`config.mk`:
```
export PLATFORM = sky130hd
export DESIGN_NAME = sent_rx_data_reg
export DESIGN_NICKNAME = d
export VERILOG_FILES = /design/src/rtl/sent_pkg.sv /design/src/rtl/sent_rx_unpack.sv /design/src/rtl/sent_rx_data_reg.sv
export SDC_FILE = /design/constraint.sdc
export NUM_CORES = 1
export LEC_CHECK = 0
export ABC_AREA = 1
export CAP_MARGIN = 20
export CORE_UTILIZATION = 25
export DETAILED_ROUTE_END_ITERATION = 8
export GPL_TIMING_DRIVEN = 0
export PLACE_DENSITY = 0.5
export SYNTH_ARGS = -nofsm -noshare
export SYNTH_HDL_FRONTEND = slang
export SYNTH_SLANG_ARGS = --single-unit
```
`constraint.sdc`:
```
create_clock -name clk_rx -period 1.7 [get_ports clk_rx]
set_input_delay 0.17 -clock clk_rx [delete_from_list [all_inputs] [get_ports clk_rx]]
set_output_delay 0.17 -clock clk_rx [all_outputs]
set_load 0.05 [all_outputs]
```
`src/rtl/sent_pkg.sv`:
```
// Shared SENT definitions: fast-channel format codes, RX state encoding, word width.
package sent_pkg;

  localparam int unsigned SENT_WORD_W = 12;

  localparam logic [2:0] SENT_FMT_OFF   = 3'b000;
  localparam logic [2:0] SENT_FMT_2X12  = 3'b001;
  localparam logic [2:0] SENT_FMT_14_10 = 3'b110;
  localparam logic [2:0] SENT_FMT_16_8  = 3'b111;

  typedef enum logic [1:0] {
    StIdle,
    StWait,
    StWrite
  } rx_state_e;

endpackage

```
`src/rtl/sent_rx_unpack.sv`:
```
// Combinational unpacking of a decoded fast-channel frame into one or two 12-bit words.
module sent_rx_unpack
  import sent_pkg::*;
(
  input  logic [2:0]             config_bit_i,
  input  logic [15:0]            data_f1_i,
  input  logic [11:0]            data_f2_i,
  output logic [SENT_WORD_W-1:0] w1_o,
  output logic [SENT_WORD_W-1:0] w2_o,
  output logic                   two_words_o
);

  always_comb begin
    w1_o        = data_f1_i[11:0];
    w2_o        = '0;
    two_words_o = 1'b0;
    unique case (config_bit_i)
      SENT_FMT_2X12: begin
        w2_o        = data_f2_i;
        two_words_o = 1'b1;
      end
      SENT_FMT_14_10: begin
        w1_o        = data_f1_i[13:2];
        w2_o        = {data_f1_i[1:0], data_f2_i[9:0]};
        two_words_o = 1'b1;
      end
      SENT_FMT_16_8: begin
        w1_o        = data_f1_i[15:4];
        w2_o        = {data_f1_i[3:0], data_f2_i[7:0]};
        two_words_o = 1'b1;
      end
      default: ;
    endcase
  end

endmodule

```
`src/rtl/sent_rx_data_reg.sv`:
```
// SENT RX data register: unpacks decoded frames and writes paced words into the RX FIFO.
// Optional SENT_RX_DROP_CNT_EN enables the saturating dropped-frame counter.
module sent_rx_data_reg
  import sent_pkg::*;
#(
  parameter int unsigned WR_GAP = 6
) (
  input  logic                   clk_rx,
  input  logic                   reset_n_rx,
  input  logic [2:0]             config_bit_i,
  input  logic [15:0]            data_f1_i,
  input  logic [11:0]            data_f2_i,
  input  logic                   done_data_i,
  input  logic                   fifo_rx_full_i,
  output logic [SENT_WORD_W-1:0] data_fast_o,
  output logic                   write_enable_rx_o,
  output logic                   busy_o,
  output logic                   frame_drop_o,
  output logic [7:0]             drop_count_o
);

  localparam logic [4:0] GapLast = 5'(WR_GAP - 1);

  rx_state_e              state_q, state_d;
  logic [4:0]             cnt_q, cnt_d;
  logic [SENT_WORD_W-1:0] cur_q, cur_d;
  logic [SENT_WORD_W-1:0] nxt_q, nxt_d;
  logic                   two_q, two_d;
  logic [SENT_WORD_W-1:0] data_q, data_d;
  logic                   drop_q, drop_d;

  logic [SENT_WORD_W-1:0] w1, w2;
  logic                   two_words;

  sent_rx_unpack u_unpack (
    .config_bit_i (config_bit_i),
    .data_f1_i    (data_f1_i),
    .data_f2_i    (data_f2_i),
    .w1_o         (w1),
    .w2_o         (w2),
    .two_words_o  (two_words)
  );

  always_comb begin
    state_d = state_q;
    cnt_d   = cnt_q;
    cur_d   = cur_q;
    nxt_d   = nxt_q;
    two_d   = two_q;
    data_d  = data_q;
    drop_d  = done_data_i && (state_q != StIdle);
    unique case (state_q)
      StIdle: begin
        if (done_data_i && (config_bit_i != SENT_FMT_OFF)) begin
          cur_d   = w1;
          nxt_d   = w2;
          two_d   = two_words;
          cnt_d   = '0;
          state_d = StWait;
        end
      end
      StWait: begin
        // Counter parks at the last gap value while the FIFO is full.
        if (cnt_q == GapLast) begin
          if (!fifo_rx_full_i) begin
            data_d  = cur_q;
            state_d = StWrite;
          end
        end else begin
          cnt_d = cnt_q + 5'd1;
        end
      end
      StWrite: begin
        if (two_q) begin
          cur_d   = nxt_q;
          two_d   = 1'b0;
          cnt_d   = '0;
          state_d = StWait;
        end else begin
          state_d = StIdle;
        end
      end
      default: state_d = StIdle;
    endcase
  end

  always_ff @(posedge clk_rx or negedge reset_n_rx) begin
    if (!reset_n_rx) begin
      state_q <= StIdle;
      cnt_q   <= '0;
      cur_q   <= '0;
      nxt_q   <= '0;
      two_q   <= 1'b0;
      data_q  <= '0;
      drop_q  <= 1'b0;
    end else begin
      state_q <= state_d;
      cnt_q   <= cnt_d;
      cur_q   <= cur_d;
      nxt_q   <= nxt_d;
      two_q   <= two_d;
      data_q  <= data_d;
      drop_q  <= drop_d;
    end
  end

`ifdef SENT_RX_DROP_CNT_EN
  logic [7:0] drop_cnt_q, drop_cnt_d;

  always_comb begin
    drop_cnt_d = drop_cnt_q;
    if (drop_d && (drop_cnt_q != 8'hFF)) begin
      drop_cnt_d = drop_cnt_q + 8'd1;
    end
  end

  always_ff @(posedge clk_rx or negedge reset_n_rx) begin
    if (!reset_n_rx) begin
      drop_cnt_q <= '0;
    end else begin
      drop_cnt_q <= drop_cnt_d;
    end
  end

  assign drop_count_o = drop_cnt_q;
`else
  assign drop_count_o = '0;
`endif

  assign data_fast_o       = data_q;
  assign write_enable_rx_o = (state_q == StWrite);
  assign busy_o            = (state_q != StIdle);
  assign frame_drop_o      = drop_q;

endmodule
```
==> results.sh, run 1 <==
export IMPL_status="finished clean"
export IMPL_cpLargestDelayFamily="buffers and inverters"
export IMPL_syn_cell_area_sq_um=2534
export IMPL_place_congestion=0.7997
export IMPL_cpMaxStageDelayCell="clkdlybuf4s50_1"
export IMPL_io_buffer_count=47
export IMPL_placeableCoreArea_sq_um=9819
export IMPL_drtPass1Iterations=4
export IMPL_vias=2297
export IMPL_areaGrowthSynthToFinish_pct=31.56
export IMPL_cp_slowest_stage_delay_ns=0.81
export IMPL_wl_mm=6.256
export IMPL_synthCells=358
export IMPL_worst_path_max_fanout=2
export IMPL_fin_cells=555
export IMPL_antenna_found_initial=0
export IMPL_pre_cts_slack_ns=-0.03049
export IMPL_grt_usage_pct=13.00
export IMPL_synth_top_family_by_area="simple AND/OR/NAND/NOR gates"
export IMPL_power_density_nw_per_um2=1294
export IMPL_worstPathRequired_ns=1.53
export IMPL_startpoint_type="flop"
export IMPL_synth_most_common_cell="nand2_1"
export IMPL_cts_num_sinks=45
export IMPL_fin_crit_sh_pct=96.24
export IMPL_relSlewSlack_pct=66.30
export IMPL_nFillCells=1122
export IMPL_maxCapViolations=0
export IMPL_grt_max_degree=32
export IMPL_leakagePower_uw=0.001808
export IMPL_htreeDepth=2
export IMPL_grt_pass1_vias=2223
export IMPL_vias_per_cell=4.139
export IMPL_critical_path_class="reg -> out"
export IMPL_synth_fa_ha_area_share_pct=0.9877
export IMPL_peakVddDrop_v=0.0004078
export IMPL_overflow=0
export IMPL_worstMarginPinSlew_ns=0.5039
export IMPL_timing_final_crit_period_ns=1.636
export IMPL_wire_per_inst_um=11.27
export IMPL_whs_ns=0.3159
export IMPL_async_reset_ff_share_pct=100.0
export IMPL_critPathArrivalTime_ns=1.47
export IMPL_finalSetupViolations=0
export IMPL_syn_mean_instance_area_sq_um=7.077
export IMPL_clk_latency_ns=0.30
export IMPL_ys_seq_area_share_pct=44.44
export IMPL_synth_top_cells_by_count="166 x nand2_1, 45 x dfrtp_1, 43 x nand3_1"
export IMPL_die_area_sq_um=10540
export IMPL_cts_buffers=5
export IMPL_clockRootBuffer="clkbuf_8"
export IMPL_fmax_mhz=611.2
export IMPL_setup_slack_ns=0.06396
export IMPL_synth_seq_cells=45
export IMPL_drc_errors=0
export IMPL_yosysWarnings=0
export IMPL_io_pins=58
export IMPL_first_iter_violations=135
export IMPL_synth_top_area_share_pct=44.44
export IMPL_fin_setup_tns_ns=0
export IMPL_synth_xor_area_share_pct=0.3457
export IMPL_hold_class="in -> async"
export IMPL_drv_slew=0
export IMPL_detail_route_antenna_nets=0
export IMPL_die_y_um=102.7
export IMPL_finalHoldViolations=0
export IMPL_yosys_area_top_type="dfrtp_1"
export IMPL_worst_setup_path_end_kind="primary output"
export IMPL_synth_simple_area_share_pct=41.83
export IMPL_fin_nets=458
export IMPL_clk_pin_slew_ns=0.09
export IMPL_crit_buf_inv=1
export IMPL_fp_row_count=36
export IMPL_crit_chain="clkdlybuf4s50_1"
export IMPL_cts_tree="yes"
export IMPL_dp_cells=546
export IMPL_clockBufferDepth=2
export IMPL_antenna_cells=0
export IMPL_synth_mux_area_share_pct=0
export IMPL_dp_hpwl_mm=4.960
export IMPL_synth_distinct_cells=21
export IMPL_synth_ff_type="dfrtp_1"
export IMPL_synth_edf_count=0
export IMPL_fin_skew_ns=0.009603
export IMPL_drive_above_1_share_pct=13.03
export IMPL_initial_utilization_pct=25.80
export IMPL_rsz0062_at_grt="false"
export IMPL_grt_pass1_wl_mm=10.55
export IMPL_power_total_uw=4314
export IMPL_synth_compound_area_share_pct=1.235
export IMPL_synth_area_leaders="dfrtp_1 44%, nand2_1 25%, nand3_1 8.5%"
export IMPL_die_w_um=102.7
worst register-to-register path, cell delays in order, from the launching register on:
cell	delay, ns
dfrtp_1	0.43
inv_1	0.08
ha_1	0.14
nand2_1	0.06
nor2_1	0.15
nand3_1	0.17
inv_2	0.12
buf_4	0.17
nand2_1	0.07
nand2_1	0.06
registers in the layout, indices dropped and copies added, names as in the netlist:
name          flops
cnt_q             5
cur_q            12
data_fast_o      12
frame_drop_o      1
nxt_q            12
state_q           2
two_q             1
power by group:
group | leakage [uW] | switching, uW | internal (uW) | total (uW)
logic | 0.00117 | 1110 | 657 | 1770
clock network | 0.0000543 | 379 | 440 | 819
registers | 0.000588 | 246 | 1480 | 1730
total | 0.00181 | 1740 | 2580 | 4310
final cells by class:
| class | count | area (sq um) | area share [%] |
|---|---|---|---|
| clock buffer | 5 | 68.82 | 2.065 |
| inverter | 33 | 123.9 | 3.716 |
| tap | 133 | 166.4 | 4.992 |
| multi-input combinational | 265 | 1155 | 34.65 |
| timing repair buffer | 49 | 491.7 | 14.75 |
| clock inverter | 3 | 46.29 | 1.389 |
| sequential | 45 | 1126 | 33.78 |
| buffer | 22 | 155.1 | 4.655 |
path summary, 6_finish.rpt:
kind | startpoint | endpoint | slack, ns | depth (start not counted)
worst max register to register | cnt_q[1]$_DFFE_PN0P_ | data_fast_o[10]$_DFFE_PN0P_ | 0.19 | 9
worst min register to register | nxt_q[8]$_DFFE_PN0P_ | nxt_q[8]$_DFFE_PN0P_ | 0.48 | 2
worst max-delay path | data_fast_o[7]$_DFFE_PN0P_ | data_fast_o[7] | 0.06 | 1
max in group asynchronous | reset_n_rx | data_fast_o[2]$_DFFE_PN0P_ | 0.89 | 3
worst min-delay path | reset_n_rx | data_fast_o[5]$_DFFE_PN0P_ | 0.32 | 2
min in group clk_rx | config_bit_i[2] | cur_q[3]$_DFFE_PN0P_ | 0.40 | 7
cells by family after synthesis:
group / Yosys count
adder cells (fa/ha/maj): 2
AO/OA/AOI/OAI: 4
buffers and inverters: 55
other: 1
XOR/XNOR: 1
flip-flops: 45
AND/OR/NAND/NOR: 250
placed cells by master, fill, tap and decap left out, drive strengths merged:
master,count
a21oi,1
dfrtp,45
dlymetal6s2s,1
nand3,44
xnor2,1
or2,12
nand4,7
inv,33
clkinv,1
clkbuf,7
ha,2
nand3b,1
dlygate4sd2,1
o21ai,3
conb,8
nor2,18
clkinvlp,1
buf,23
clkdlybuf4s50,43
nand2,168
dlygate4sd3,1
bufinv,1
layer usage:
layer / vias to the layer above / share of wire (%) / track usage (%)
met3: 4 / 3.3 / 2.373
met5: - / 0 / 0
li1: 1207 / - / -
met2: 43 / 49 / 22.92
met4: 0 / 0.54 / 2.637
met1: 1043 / 47 / 16.58
stage by stage:
stage          area [sq um]  util [%]
5_1_grt                3333     33.95
3_5_place_dp           3212     32.71
6_report               3333     33.95
2_1_floorplan          2560         -
3_3_place_gp           3197     32.56
4_1_cts                3336     33.97
what timing repair did:
item / in CTS / in global routing
endpoints found under the setup margin: 2 / 2
gates resized for setup: 3 / 2
gates cloned: 0 / 0
hold endpoints to repair: 14 / 0
hold buffers: 1 / 0
setup buffers: 0 / 0
No activity file was read; power rests on OpenSTA's default activity.
==> run 2: changes to the inputs <==
CORE_UTILIZATION = 50   (was 25)
PLACE_DENSITY = 0.84   (was 0.5)
clock period = 1.6 ns   (was 1.7 ns; I/O delays follow)
==> run 2 against run 1 <==
Net effect: routed wire length down 11%; sequential cell count unchanged; setup slack better by 0.0019 ns; final cell count down 12%; total power up 4.4%.
==> results.sh, run 2 (synthesis gave the netlist of run 1 again) <==
export IMPL_crit_chain="nor2_2, inv_1, dlygate4sd2_1"
export IMPL_pre_cts_slack_ns=-0.06541
export IMPL_fin_nets=458
export IMPL_leakagePower_uw=0.001856
export IMPL_overflow=0
export IMPL_status="finished clean"
export IMPL_io_buffer_count=47
export IMPL_vias=2330
export IMPL_timing_final_crit_period_ns=1.534
export IMPL_clk_pin_slew_ns=0.08
export IMPL_areaGrowthSynthToFinish_pct=28.40
export IMPL_cts_buffers=5
export IMPL_dp_hpwl_mm=4.314
export IMPL_mostFrequentLayoutCell="nand2_1"
export IMPL_drv_slew=0
export IMPL_clockRootBuffer="clkbuf_8"
export IMPL_whs_ns=0.3732
export IMPL_relSlewSlack_pct=65.95
export IMPL_wire_per_inst_um=11.43
export IMPL_wl_mm=5.587
export IMPL_place_congestion=0.8796
export IMPL_detail_route_antenna_nets=0
export IMPL_worstRegToRegCells=9
export IMPL_cp_slowest_stage_delay_ns=0.42
export IMPL_grt_max_degree=26
export IMPL_critical_path_class="reg -> out"
export IMPL_finalHoldViolations=0
export IMPL_fp_row_count=25
export IMPL_fin_crit_sh_pct=95.88
export IMPL_antenna_cells=0
export IMPL_fmax_mhz=651.8
export IMPL_drc_errors=0
export IMPL_hold_class="in -> async"
export IMPL_drive_above_1_share_pct=13.27
export IMPL_placeableCoreArea_sq_um=4786
export IMPL_power_total_uw=4505
export IMPL_io_pins=58
export IMPL_worstMarginPinSlew_ns=0.5107
export IMPL_clockBufferDepth=2
export IMPL_r2r_end="data_fast_o[9]$_DFFE_PN0P_"
export IMPL_cts_num_sinks=45
export IMPL_grt_pass1_vias=2163
export IMPL_power_density_nw_per_um2=1385
export IMPL_final_cell_mix="166 x nand2_1, 45 x dfrtp_1, 42 x nand3_1"
export IMPL_finalSetupViolations=0
export IMPL_first_iter_violations=121
export IMPL_fin_setup_tns_ns=0
export IMPL_worstPathRequired_ns=1.44
export IMPL_fin_skew_ns=0.007636
export IMPL_die_area_sq_um=5356
export IMPL_grt_pass1_wl_mm=9.390
export IMPL_clk_latency_ns=0.30
export IMPL_cpMaxStageDelayCell="dlygate4sd2_1"
export IMPL_cpLargestDelayFamily="buffers and inverters"
export IMPL_worst_path_max_fanout=4
export IMPL_antenna_found_initial=0
export IMPL_startpoint_type="flop"
export IMPL_grt_usage_pct=22.99
export IMPL_initial_utilization_pct=52.94
export IMPL_peakVddDrop_v=0.0007233
export IMPL_cts_tree="yes"
export IMPL_die_y_um=73.19
export IMPL_drtPass1Iterations=4
export IMPL_setup_slack_ns=0.06588
export IMPL_r2r_slack_ns=0.09
export IMPL_die_w_um=73.19
export IMPL_vias_per_cell=4.765
export IMPL_htreeDepth=2
export IMPL_worst_setup_path_end_kind="primary output"
export IMPL_critPathArrivalTime_ns=1.37
export IMPL_timing_rr_start="cnt_q[1]$_DFFE_PN0P_"
export IMPL_maxCapViolations=0
export IMPL_crit_buf_inv=2
## run 2: cell types whose count changed in the layout (fill, tap and decap cells not counted), sizes merged
cell / delta
clkdlybuf4s15: +1
clkdlybuf4s50: -12
dlygate4sd2: +12
clkinvlp: -1
## run 2: worst max-delay path by stage
stage / from / end / slack, ns / depth (start not counted)
after floorplan: state_q[0]$_DFFE_PN0P_ / cur_q[0]$_DFFE_PN0P_ / 0.24 / 8
after global placement: reset_n_rx / cur_q[4]$_DFFE_PN0P_ / -0.76 / 1
after detailed placement: config_bit_i[0] / nxt_q[3]$_DFFE_PN0P_ / -0.07 / 8
after CTS: frame_drop_o$_DFF_PN0_ / frame_drop_o / 0.03 / 1
after global routing: cnt_q[1]$_DFFE_PN0P_ / data_fast_o[9]$_DFFE_PN0P_ / -0.03 / 9
final: state_q[1]$_DFFE_PN0P_ / busy_o / 0.07 / 3
## run 2: worst register-to-register path, delay by kind of cell (launching register included)
kind,cells,cell delay (ns)
flops,1,0.43
simple gates,5,0.53
fa+ha+maj,1,0.15
buf+inv,3,0.36
## run 2: routing by layer
layer | part of all wire (%) | global-route usage, % | wire [um] | up-vias
li1 | - | - | - | 1206
met1 | 45 | 28.34 | 2487 | 1048
met2 | 50 | 41.46 | 2793 | 71
met3 | 4.7 | 4.282 | 265 | 5
met4 | 0.72 | 5.229 | 40 | 0
met5 | 0 | 0 | 0 | -
## run 2: cell type report
| class | count | area, sq um |
|---|---|---|
| Buffer | 22 | 155.1 |
| Multi-Input combinational cell | 265 | 1162 |
| Inverter | 33 | 123.9 |
| Fill cell | 418 | 1533 |
| Sequential cell | 45 | 1126 |
| Clock inverter | 2 | 38.79 |
| Tap cell | 67 | 83.83 |
| Clock buffer | 6 | 72.57 |
| Timing Repair Buffer | 49 | 490.5 |
## run 2: stage by stage
step / std cells / utilization [%] / area [sq um]
floorplan: 365 / - / 2560
global placement: 479 / 65.07 / 3114
detailed placement: 480 / 65.54 / 3137
CTS: 489 / 67.82 / 3246
global route: 489 / 67.97 / 3253
finish: 489 / 67.97 / 3253
## run 2: timing repair
action,4_1_cts,5_1_grt
hold endpoints to repair,20,0
hold buffers,1,0
setup buffers,0,0
endpoints found under the setup margin,14,3
gates resized for setup,17,2
## run 2: power breakdown
group | internal (uW) | leakage [uW] | total (uW) | switching, uW
clock | 469 | 0.0000554 | 847 | 378
sequential | 1570 | 0.000588 | 1830 | 256
combinational | 626 | 0.00121 | 1830 | 1200
total | 2670 | 0.00186 | 4510 | 1840
==> run 3: changes to the inputs <==
--- a/constraint.sdc
+++ b/constraint.sdc
@@ -3,2 +3,2 @@
 set_output_delay 0.16 -clock clk_rx [all_outputs]
-set_load 0.05 [all_outputs]
+set_load 0.02 [all_outputs]
==> run 3 against run 2 <==
Net effect: final area is 0.31% higher; combinational power down 14%; largest cell class unchanged; highest routed layer unchanged; register-to-register slack barely moved; largest power group unchanged.
==> results.sh, run 3 (synthesis gave the netlist of run 1 again) <==
export IMPL_hold_class="in -> async"
export IMPL_pre_cts_slack_ns=-0.06541
export IMPL_worst_setup_path_end_kind="flop"
export IMPL_finalSetupViolations=0
export IMPL_seqCellArea_sq_um=1126
export IMPL_die_y_um=73.19
export IMPL_grt_max_degree=26
export IMPL_grt_pass1_wl_mm=9.377
export IMPL_overflow=0
export IMPL_setup_slack_ns=0.1006
export IMPL_timing_final_crit_period_ns=1.499
export IMPL_die_w_um=73.19
export IMPL_nFillCells=412
export IMPL_worstPathRequired_ns=1.84
export IMPL_power_total_uw=4262
export IMPL_vias=2329
export IMPL_fin_crit_sh_pct=93.71
export IMPL_drive_above_1_share_pct=13.03
export IMPL_cts_buffers=5
export IMPL_fin_skew_ns=0.008160
export IMPL_critPathArrivalTime_ns=1.74
export IMPL_worstMarginPinSlew_ns=0.5095
export IMPL_first_iter_violations=121
export IMPL_io_buffer_count=47
export IMPL_dp_hpwl_mm=4.314
export IMPL_clk_pin_slew_ns=0.08
export IMPL_vias_per_cell=4.763
export IMPL_clockRootBuffer="clkbuf_8"
export IMPL_io_pins=58
export IMPL_grt_usage_pct=22.96
export IMPL_antenna_cells=0
export IMPL_whs_ns=0.3727
export IMPL_wl_mm=5.569
export IMPL_fin_nets=458
export IMPL_cts_num_sinks=45
export IMPL_worst_path_max_fanout=10
export IMPL_clk_latency_ns=0.30
export IMPL_startpoint_type="flop"
export IMPL_wire_per_inst_um=11.39
export IMPL_clockBufferDepth=2
export IMPL_detail_route_antenna_nets=0
export IMPL_final_cell_mix="166 x nand2_1, 45 x dfrtp_1, 44 x clkdlybuf4s50_1"
export IMPL_drtPass1Iterations=4
export IMPL_relSlewSlack_pct=66.04
export IMPL_finalHoldViolations=0
export IMPL_die_area_sq_um=5356
export IMPL_areaGrowthSynthToFinish_pct=28.79
export IMPL_drc_errors=0
export IMPL_initial_utilization_pct=52.94
export IMPL_antenna_found_initial=0
export IMPL_peakVddDrop_v=0.0006768
export IMPL_placeableCoreArea_sq_um=4786
export IMPL_htreeDepth=2
export IMPL_power_density_nw_per_um2=1306
export IMPL_final_core_util_pct=68.18
export IMPL_mostFrequentLayoutCell="nand2_1"
export IMPL_multi_input_area_sq_um=1162
export IMPL_fmax_mhz=666.9
export IMPL_leakagePower_uw=0.001799
export IMPL_status="finished clean"
export IMPL_maxCapViolations=0
export IMPL_drv_slew=0
export IMPL_place_congestion=0.8796
export IMPL_fp_row_count=25
export IMPL_grt_pass1_vias=2161
export IMPL_critical_path_class="reg -> reg"
export IMPL_cts_setup_buffers=0
export IMPL_cts_tree="yes"
run 3: worst paths after layout:
kind                                                    to  slack, ns            startpoint  depth (start not counted)
min in group clk_rx                   nxt_q[2]$_DFFE_PN0P_       0.38          data_f2_i[2]                          3
worst max-delay path            data_fast_o[9]$_DFFE_PN0P_       0.10  cnt_q[1]$_DFFE_PN0P_                          9
worst min-delay path                  nxt_q[8]$_DFFE_PN0P_       0.37            reset_n_rx                          2
max in group asynchronous            cur_q[11]$_DFFE_PN0P_       0.74            reset_n_rx                          3
worst max register to register  data_fast_o[9]$_DFFE_PN0P_       0.10  cnt_q[1]$_DFFE_PN0P_                          9
worst min register to register  data_fast_o[4]$_DFFE_PN0P_       0.48  cur_q[4]$_DFFE_PN0P_                          2
run 3: layout make-up:
cell class | instances | area share [%]
Tap cell | 67 | 2.569
Buffer | 22 | 4.755
Clock buffer | 6 | 2.224
Timing Repair Buffer | 49 | 15.34
Inverter | 33 | 3.796
Clock inverter | 2 | 1.189
Sequential cell | 45 | 34.51
Multi-Input combinational cell | 265 | 35.62
run 3: worst max-delay path, stage by stage, from the launching register on:
cell and delay [ns]:
dfrtp_1 0.43, inv_1 0.09, ha_1 0.15, nand2_1 0.07, nor2_1 0.17, nand3_2 0.13, inv_2 0.10, buf_4 0.17
nand2_1 0.08, nand2_1 0.06
run 3: through the flow:
stage                     cell area, sq um  TNS (ns)  std cells
after detailed placement              3137   -0.6294        480
after floorplan                       2560         0        365
after CTS                             3258         0        489
after global placement                3114    -34.50        479
after global routing                  3263   -0.1149        489
final                                 3263         0        489
run 3: routing by layer:
| layer | GRT usage (%) | up-vias | share of wire [%] |
|---|---|---|---|
| met1 | 28.25 | 1060 | 45 |
| met4 | 5.229 | 0 | 0.72 |
| met5 | 0 | - | 0 |
| li1 | - | 1205 | - |
| met3 | 4.282 | 5 | 4.3 |
| met2 | 41.46 | 59 | 50 |
run 3: report_power, final:
group          total [uW]  internal (uW)  switching, uW
Combinational        1580            708            871
Sequential           1830           1570            260
Clock                 849            469            380
Total                4260           2750           1510
run 3: what timing repair did:
action | in CTS | in global routing
resized for setup | 3 | 1
endpoints found under the setup margin | 2 | 2
hold buffers | 1 | 0
endpoints found under the hold margin | 20 | 0
pin swaps | 0 | 0
